<file path="config.mk">
export PLATFORM = sky130hd
export DESIGN_NAME = split
export DESIGN_NICKNAME = d
export VERILOG_FILES = /design/src/rtl/split.sv
export SDC_FILE = /design/constraint.sdc
export NUM_CORES = 1
export LEC_CHECK = 0
export ABC_CLOCK_PERIOD_IN_PS = 2100
export BUFFER_PORTS_ARGS = -buffer_cell sky130_fd_sc_hd__buf_2
export CAP_MARGIN = 40
export CORE_AREA = 4 4 117 119
export CTS_BUF_LIST = sky130_fd_sc_hd__clkbuf_16
export CTS_CLUSTER_DIAMETER = 100
export DETAILED_ROUTE_END_ITERATION = 6
export DIE_AREA = 0 0 121 123
export PLACE_DENSITY = 0.62
export SYNTH_ARGS = -nofsm -noshare
export SYNTH_HDL_FRONTEND = slang
export SYNTH_SLANG_ARGS = --single-unit
</file>
<file path="constraint.sdc">
create_clock -name clk -period 2.1 [get_ports clk]
set_input_delay 0.105 -clock clk [delete_from_list [all_inputs] [get_ports clk]]
set_output_delay 0.105 -clock clk [all_outputs]
set_load 0.1 [all_outputs]
</file>
<file path="src/rtl/split.sv">
// Address-decoding 1-to-N demux for the valid/ready bus: routes one request stream
// to a slave chosen by the top address bits, returns its response, times out silent slaves.
module split #(
  parameter int                N_SLAVES = 2,
  parameter int                DATA_W   = 32,
  parameter int                ADDR_W   = 32,
  parameter int                TIMEOUT  = 256,
  parameter logic [DATA_W-1:0] ERR_DATA = 32'hDEADBEEF
) (
  input  logic                                              clk,
  input  logic                                              rst,
  input  logic [ADDR_W+DATA_W+DATA_W/8:0]                   m_req,
  output logic [DATA_W:0]                                   m_resp,
  output logic [N_SLAVES*(1+ADDR_W+DATA_W+DATA_W/8)-1:0]   s_req,
  input  logic [N_SLAVES*(DATA_W+1)-1:0]                    s_resp,
  output logic                                              err_o,
  input  logic                                              err_clr
);
  localparam int REQ_W  = 1 + ADDR_W + DATA_W + DATA_W/8;
  localparam int RESP_W = DATA_W + 1;
  localparam int NB     = (N_SLAVES > 1) ? $clog2(N_SLAVES) : 1;
  localparam int CNT_W  = (TIMEOUT > 0) ? $clog2(TIMEOUT + 1) : 1;
  localparam logic [CNT_W-1:0] TO_LAST = CNT_W'((TIMEOUT > 0) ? TIMEOUT - 1 : 0);

  typedef enum logic [1:0] {IDLE, BUSY, ERR} state_t;

  state_t            state_q, state_d;
  logic [NB-1:0]     sel_q, sel_d;
  logic [CNT_W-1:0]  cnt_q, cnt_d;
  logic              err_q;

  logic              m_valid;
  logic [ADDR_W-1:0] addr;
  logic [NB-1:0]     idx, tgt;
  logic              idx_ok;
  logic [RESP_W-1:0] rsp_sel;
  logic              sel_rdy;
  logic              route_en, resp_slv, resp_err, err_set;

  assign m_valid = m_req[REQ_W-1];
  assign addr    = m_req[REQ_W-2 -: ADDR_W];

  if (N_SLAVES == 1) begin : g_one
    assign idx = '0;
  end else begin : g_many
    assign idx = addr[ADDR_W-1 -: NB];
  end

  assign idx_ok = (32'(idx) < 32'(N_SLAVES));
  // In BUSY the latched index steers both directions; otherwise the live decode does.
  assign tgt    = (state_q == BUSY) ? sel_q : idx;

  always_comb begin
    rsp_sel = '0;
    for (int k = 0; k < N_SLAVES; k++)
      if (32'(k) == 32'(tgt)) rsp_sel = s_resp[k*RESP_W +: RESP_W];
  end
  assign sel_rdy = rsp_sel[0];

  always_comb begin
    state_d  = state_q;
    sel_d    = sel_q;
    cnt_d    = cnt_q;
    route_en = 1'b0;
    resp_slv = 1'b0;
    resp_err = 1'b0;
    err_set  = 1'b0;
    case (state_q)
      IDLE: begin
        if (m_valid) begin
          if (idx_ok) begin
            route_en = 1'b1;
            resp_slv = 1'b1;
            if (!sel_rdy) begin
              state_d = BUSY;
              sel_d   = idx;
              cnt_d   = '0;
            end
          end else begin
            state_d = ERR;
          end
        end
      end
      BUSY: begin
        if (TIMEOUT > 0) cnt_d = cnt_q + CNT_W'(1);
        // A ready arriving on the timeout cycle still completes normally.
        if (sel_rdy) begin
          route_en = 1'b1;
          resp_slv = 1'b1;
          state_d  = IDLE;
        end else if (TIMEOUT > 0 && cnt_q == TO_LAST) begin
          resp_err = 1'b1;
          err_set  = 1'b1;
          state_d  = IDLE;
        end else begin
          route_en = 1'b1;
          resp_slv = 1'b1;
        end
      end
      ERR: begin
        resp_err = 1'b1;
        err_set  = 1'b1;
        state_d  = IDLE;
      end
      default: state_d = IDLE;
    endcase
  end

  // Outputs are gated by rst so an abandoned request disappears immediately.
  always_comb begin
    s_req = '0;
    for (int k = 0; k < N_SLAVES; k++)
      if (route_en && !rst && 32'(k) == 32'(tgt)) s_req[k*REQ_W +: REQ_W] = m_req;
  end

  always_comb begin
    m_resp = '0;
    if (!rst) begin
      if (resp_err)      m_resp = {ERR_DATA, 1'b1};
      else if (resp_slv) m_resp = rsp_sel;
    end
  end

  always_ff @(posedge clk or posedge rst) begin
    if (rst) begin
      state_q <= IDLE;
      sel_q   <= '0;
      cnt_q   <= '0;
      err_q   <= 1'b0;
    end else begin
      state_q <= state_d;
      sel_q   <= sel_d;
      cnt_q   <= cnt_d;
      if (err_set)      err_q <= 1'b1;
      else if (err_clr) err_q <= 1'b0;
    end
  end

  assign err_o = err_q;
endmodule

</file>
# Yosys cells after proc, flatten, opt, wreduce, memory -nomap -nowiden
# Cells that the tools add are included.
dict set report classes {
  addsub 1
  n_eq_ne 6
  n_mux 24
  bitwise 2
  reduce_logical 10
}
# operator count
set op_table {}
lappend op_table {{69-bit two-way mux} 2}
lappend op_table {{33-bit two-way mux} 4}
lappend op_table {{9-bit two-way mux} 2}
lappend op_table {{9-bit one-hot mux with 2 select lines} 1}
lappend op_table {{9-bit by 1-bit adder with 9-bit output (second input constant)} 1}
lappend op_table {{9-bit by 8-bit equality test with 1-bit output (second input constant)} 1}
lappend op_table {{3-bit AND reduction} 3}
lappend op_table {{1-bit two-way mux} 8}
lappend op_table {{2-bit two-way mux} 4}
lappend op_table {{2-bit inequality test (second input constant)} 2}
lappend op_table {{1-bit one-hot mux with 2 select lines} 2}
lappend op_table {{2-bit one-hot mux with 2 select lines} 1}
lappend op_table {{2-bit nonzero test} 2}
lappend op_table {{1-bit logical AND} 3}
lappend op_table {{3-bit by 2-bit inequality test with 1-bit output (second input constant)} 1}
lappend op_table {{2-bit by 1-bit equality test with 1-bit output (second input constant)} 1}
lappend op_table {{2-bit equality test (second input constant)} 1}
lappend op_table {{2-bit zero test} 1}
lappend op_table {{1-bit NOT} 2}
lappend op_table {{1-bit zero test} 1}
dict set report word_totals {
  reg_bits 13
  out_inout_bits 172
  elab_cells 47
}

# Depth between registers and ports, before layout
dict set report logic_depth {
  ltp_word 8
  ltp_mapped 10
  mapped_depth_nobuf 7
}

# Worst setup path before layout
# OpenSTA, ideal clock, no wires.
dict set report synth_timing {
  kind {register -> output}
  startpoint {register cnt_q[0]}
  endpoint {output s_req[137]}
  arrival_time_ns 4.323
  slack_ns -2.328
  path_stages_with_launch 9
  path_buffers 1
  cell_sequence {dfrtp_1 ha_1 nand3_1 nor3_1 ha_1 and2_1 clkbuf_1 and2_1 nor4_1}
}
dict set report synth_via {
  elab_chain_cells 7
}
# element line
set synth_rtl {}
lappend synth_rtl {{start, declared} 29} ;# logic [CNT_W-1:0] cnt_q, cnt_d;
lappend synth_rtl {{start signal, assigned} 133} ;# cnt_q <= cnt_d;
lappend synth_rtl {{9-bit by 8-bit equality test with 1-bit output} 91} ;# end else if (TIMEOUT > 0 && cnt_q == TO_LAST) begin
lappend synth_rtl {{1-bit two-way mux} 91}
lappend synth_rtl {{1-bit two-way mux} 87} ;# if (sel_rdy) begin
lappend synth_rtl {{1-bit one-hot mux with 2 select lines} 68} ;# case (state_q)
lappend synth_rtl {{1-bit logical AND (2 in a row)} 113} ;# if (route_en && !rst && 32'(k) == 32'(tgt)) s_req[k*REQ_W +: REQ_W] = m_req;
lappend synth_rtl {{69-bit two-way mux} 113}
lappend synth_rtl {{end, declared} 14} ;# output logic [N_SLAVES*(1+ADDR_W+DATA_W+DATA_W/8)-1:0] s_req,
# Every way passes these cells.

# Final worst setup path
dict set report layout_timing {
  startpoint {register cnt_q[0]}
  endpoint {output s_req[3]}
}
# Same word-level chain as after synthesis.

==> results.cfg <==
[floorplan]
die_w_um = 121
dieArea_um2 = 14900
initial_core_util_pct = 17.4
rows = 41
die_h_um = 123
fp.coreArea_um2 = 12600
ios = 310

[setup_path]
crit_chain = ha_2, nand3_2, nor3_2, ha_2, and2_4, a211oi_4, buf_6, buf_4, buf_16, and2_4, buf_12
cp_slowest_stage_delay_ps = 390
crit_fanout = 7
crit_path_end_kind = output pin
worst_ep_arrival_time_ps = 2220
required_ps = 2000
slowest_stage = dfrtp_1
worstSetupStartpointType = flop
critPathKind = flop to output pin

[synthesis]
synth_cell_types = 37
syn_nets = 444
ys.warnings.count = 0
synth_area_um2 = 2180
ys_seq_area_share_pct = 13.8
avgSynthCellArea_um2 = 7.18
syn_inst = 304
synth-seq-cells = 12

[sta]
worst_pin_slew_ps = 507
setup_slack_ps = -221
report.final.slew_viol_count = 0
whs_ps = 17.3
finalCritPeriodShare_pct = 111
finalClockSkew_ps = 0.686
rsz0062_at_grt = true
min_period_ps = 2320
slew-limit-headroom_pct = 66.4
hold_viol_final = 0
setup_viol_count_final = 169
timing.fmax_mhz = 431

[final_layout]
drive_gt1_share_pct = 84.9
area_growth_pct = 259
final_area_um2 = 7850
layout.nets = 772
fillers = 931

[min_path]
min_path_type = primary input to async pin

[global_routing]
first_global_vias = 3463
grt_first_pass_wirelength_um = 22500
antenna_found_initial = 3
grt_overflow = 0
grt_max_degree = 30
grt_use_total_pct = 19.9

[run]
maxCapViolations = 0

[status]
outcome = complete, but fails checks
violations = setup timing

[clock_tree]
cts_buffer_depth = 2
cts_buffers = 3
clock_latency_ps = 240
cts.sinks = 12
path_clk_slew_ps = 40
htree_num_levels = 1
hold_buffers = 0
root_buffer = clkbuf_16
cts_tree = built

[place]
gp_congestion = 0.831
dp_hpwl_um = 13200
dp_slack_ps = -2.26
placed_area_um2 = 7350
portBuffers = 309

[routing]
wl_um = 16700
antenna_left = 0
via_per_inst = 4.40
drc = 0
first_pass_iters = 4
drtIter0Drc = 124
drt-wirelength-per-cell_um = 20.7
vias = 3543

[power]
powerDensity_nw_per_um2 = 562
finalPower_w = 0.00441
power.leakage_nw = 3.59
ir_drop_v = 0.000493
-- area by class of cell --
class	instances	area, um^2	area share (%)
repair buffers	348	4710	60.0
multi-input cells	259	2500	31.9
flip-flops and latches	12	300	3.83
well taps	172	215	2.74
clock buffers	3	75.1	0.957
inverters	8	30.0	0.383
diodes	3	7.51	0.0957
clock inverters	1	3.75	0.0478
-- cell usage in the layout (no fill, tap or decap), types with 3 or more instances in the layout --
cell / instances
o21ai_4: 25
a21oi_4: 8
dfrtp_1: 12
o211ai_1: 4
buf_4: 17
buf_12: 177
buf_2: 138
inv_1: 8
buf_16: 6
buf_6: 4
clkbuf_16: 8
nand2_1: 18
and2_4: 138
diode_2: 3
mux2i_1: 27
-- where the power goes --
part	total, W	internal (W)	switching [W]
logic	0.00376	0.00143	0.00233
registers	0.000304	0.000267	0.0000372
clock network	0.000346	0.000250	0.0000961
-- metal layers --
| metal | routed length, um | track usage [%] | vias to the layer above |
|---|---|---|---|
| li1 | - | - | 1668 |
| met2 | 9030 | 38.5 | 141 |
| met1 | 6260 | 22.1 | 1712 |
| met3 | 969 | 3.84 | 22 |
| met5 | 0 | 0 | - |
| met4 | 448 | 5.24 | 0 |
-- cell usage after synthesis --
cell / n / share of area, %
a31oi_1: 1 / 0.29
buf_2: 2 / 0.46
xnor2_1: 2 / 0.80
nor3b_1: 2 / 0.69
o211ai_1: 4 / 1.4
o31ai_1: 1 / 0.34
a211oi_4: 1 / 0.92
a21oi_1: 9 / 2.1
mux2_4: 1 / 0.69
o21bai_2: 1 / 0.52
inv_1: 8 / 1.4
mux2_2: 1 / 0.52
nand3_1: 4 / 0.92
nor3_1: 1 / 0.23
o22ai_1: 2 / 0.57
a211oi_2: 1 / 0.57
a21o_1: 2 / 0.69
o21a_1: 1 / 0.34
nor4_1: 3 / 0.86
nor2_1: 1 / 0.17
a22o_1: 2 / 0.80
clkbuf_2: 2 / 0.46
ha_1: 2 / 1.1
buf_4: 1 / 0.34
o21ai_0: 27 / 6.2
buf_6: 5 / 2.6
o211a_1: 1 / 0.46
nand4_1: 1 / 0.29
a211o_1: 1 / 0.40
or4_1: 2 / 0.69
and2_1: 138 / 40
clkbuf_1: 15 / 2.6
mux2i_2: 1 / 0.63
nand2_1: 18 / 3.1
dfrtp_1: 12 / 14
nand2b_1: 1 / 0.29
mux2i_1: 27 / 12
-- stage by stage --
stage	setup TNS, ps	utilization, %	std cells
5_1_grt	-43790	62.4	806
2_1_floorplan	-13260	-	304
6_report	-27390	62.4	806
4_1_cts	-33020	61.5	797
3_5_place_dp	-4.23	58.5	776
3_3_place_gp	-23.6	58.5	776
-- state kept, by name, summed over array words and instances, names as in the netlist --
signal and cells:
sel_q 1, cnt_q 9, state_q 1, err_o 1
-- path summary, 6_finish.rpt --
| path | from | to | slack [ps] | depth (start not counted) |
|---|---|---|---|---|
| hold / removal | rst | sel_q | 20 | 3 |
| setup reg to reg | cnt_q[0] | err_o | 410 | 9 |
| min in group clk | s_resp[0] | sel_q | 120 | 3 |
| hold reg to reg | err_o | err_o | 480 | 1 |
| max in group asynchronous | rst | cnt_q[7] | 1920 | 3 |
| setup / recovery | cnt_q[0] | s_req[3] | -220 | 11 |
-- timing repair --
action                     in CTS  in global routing
buffers inserted               11                  2
cloned                          7                  6
resized for setup              10                  3
pin swaps                      13                 17
setup endpoints to repair     170                171
-- critical path: cells and delay by family, from the launching register on --
family | cells | cell delay, ps
AO/OA/AOI/OAI | 1 | 230
flip-flops | 1 | 390
buffers and inverters | 4 | 570
AND/OR/NAND/NOR | 4 | 420
adder cells (fa/ha/maj) | 2 | 350
-- logic make-up after synthesis --
family                     Yosys count  share of synthesized area, %
muxes                               30                          14.2
buffers and inverters               33                          7.79
xor gates and xnor gates             2                         0.802
DFF                                 12                          13.8
adders and majority gates            2                          1.15
and+or+nand+nor                    171                          46.8
AOI/OAI and AO/OA                   54                          15.5
Power figures use the tool's default switching activity.
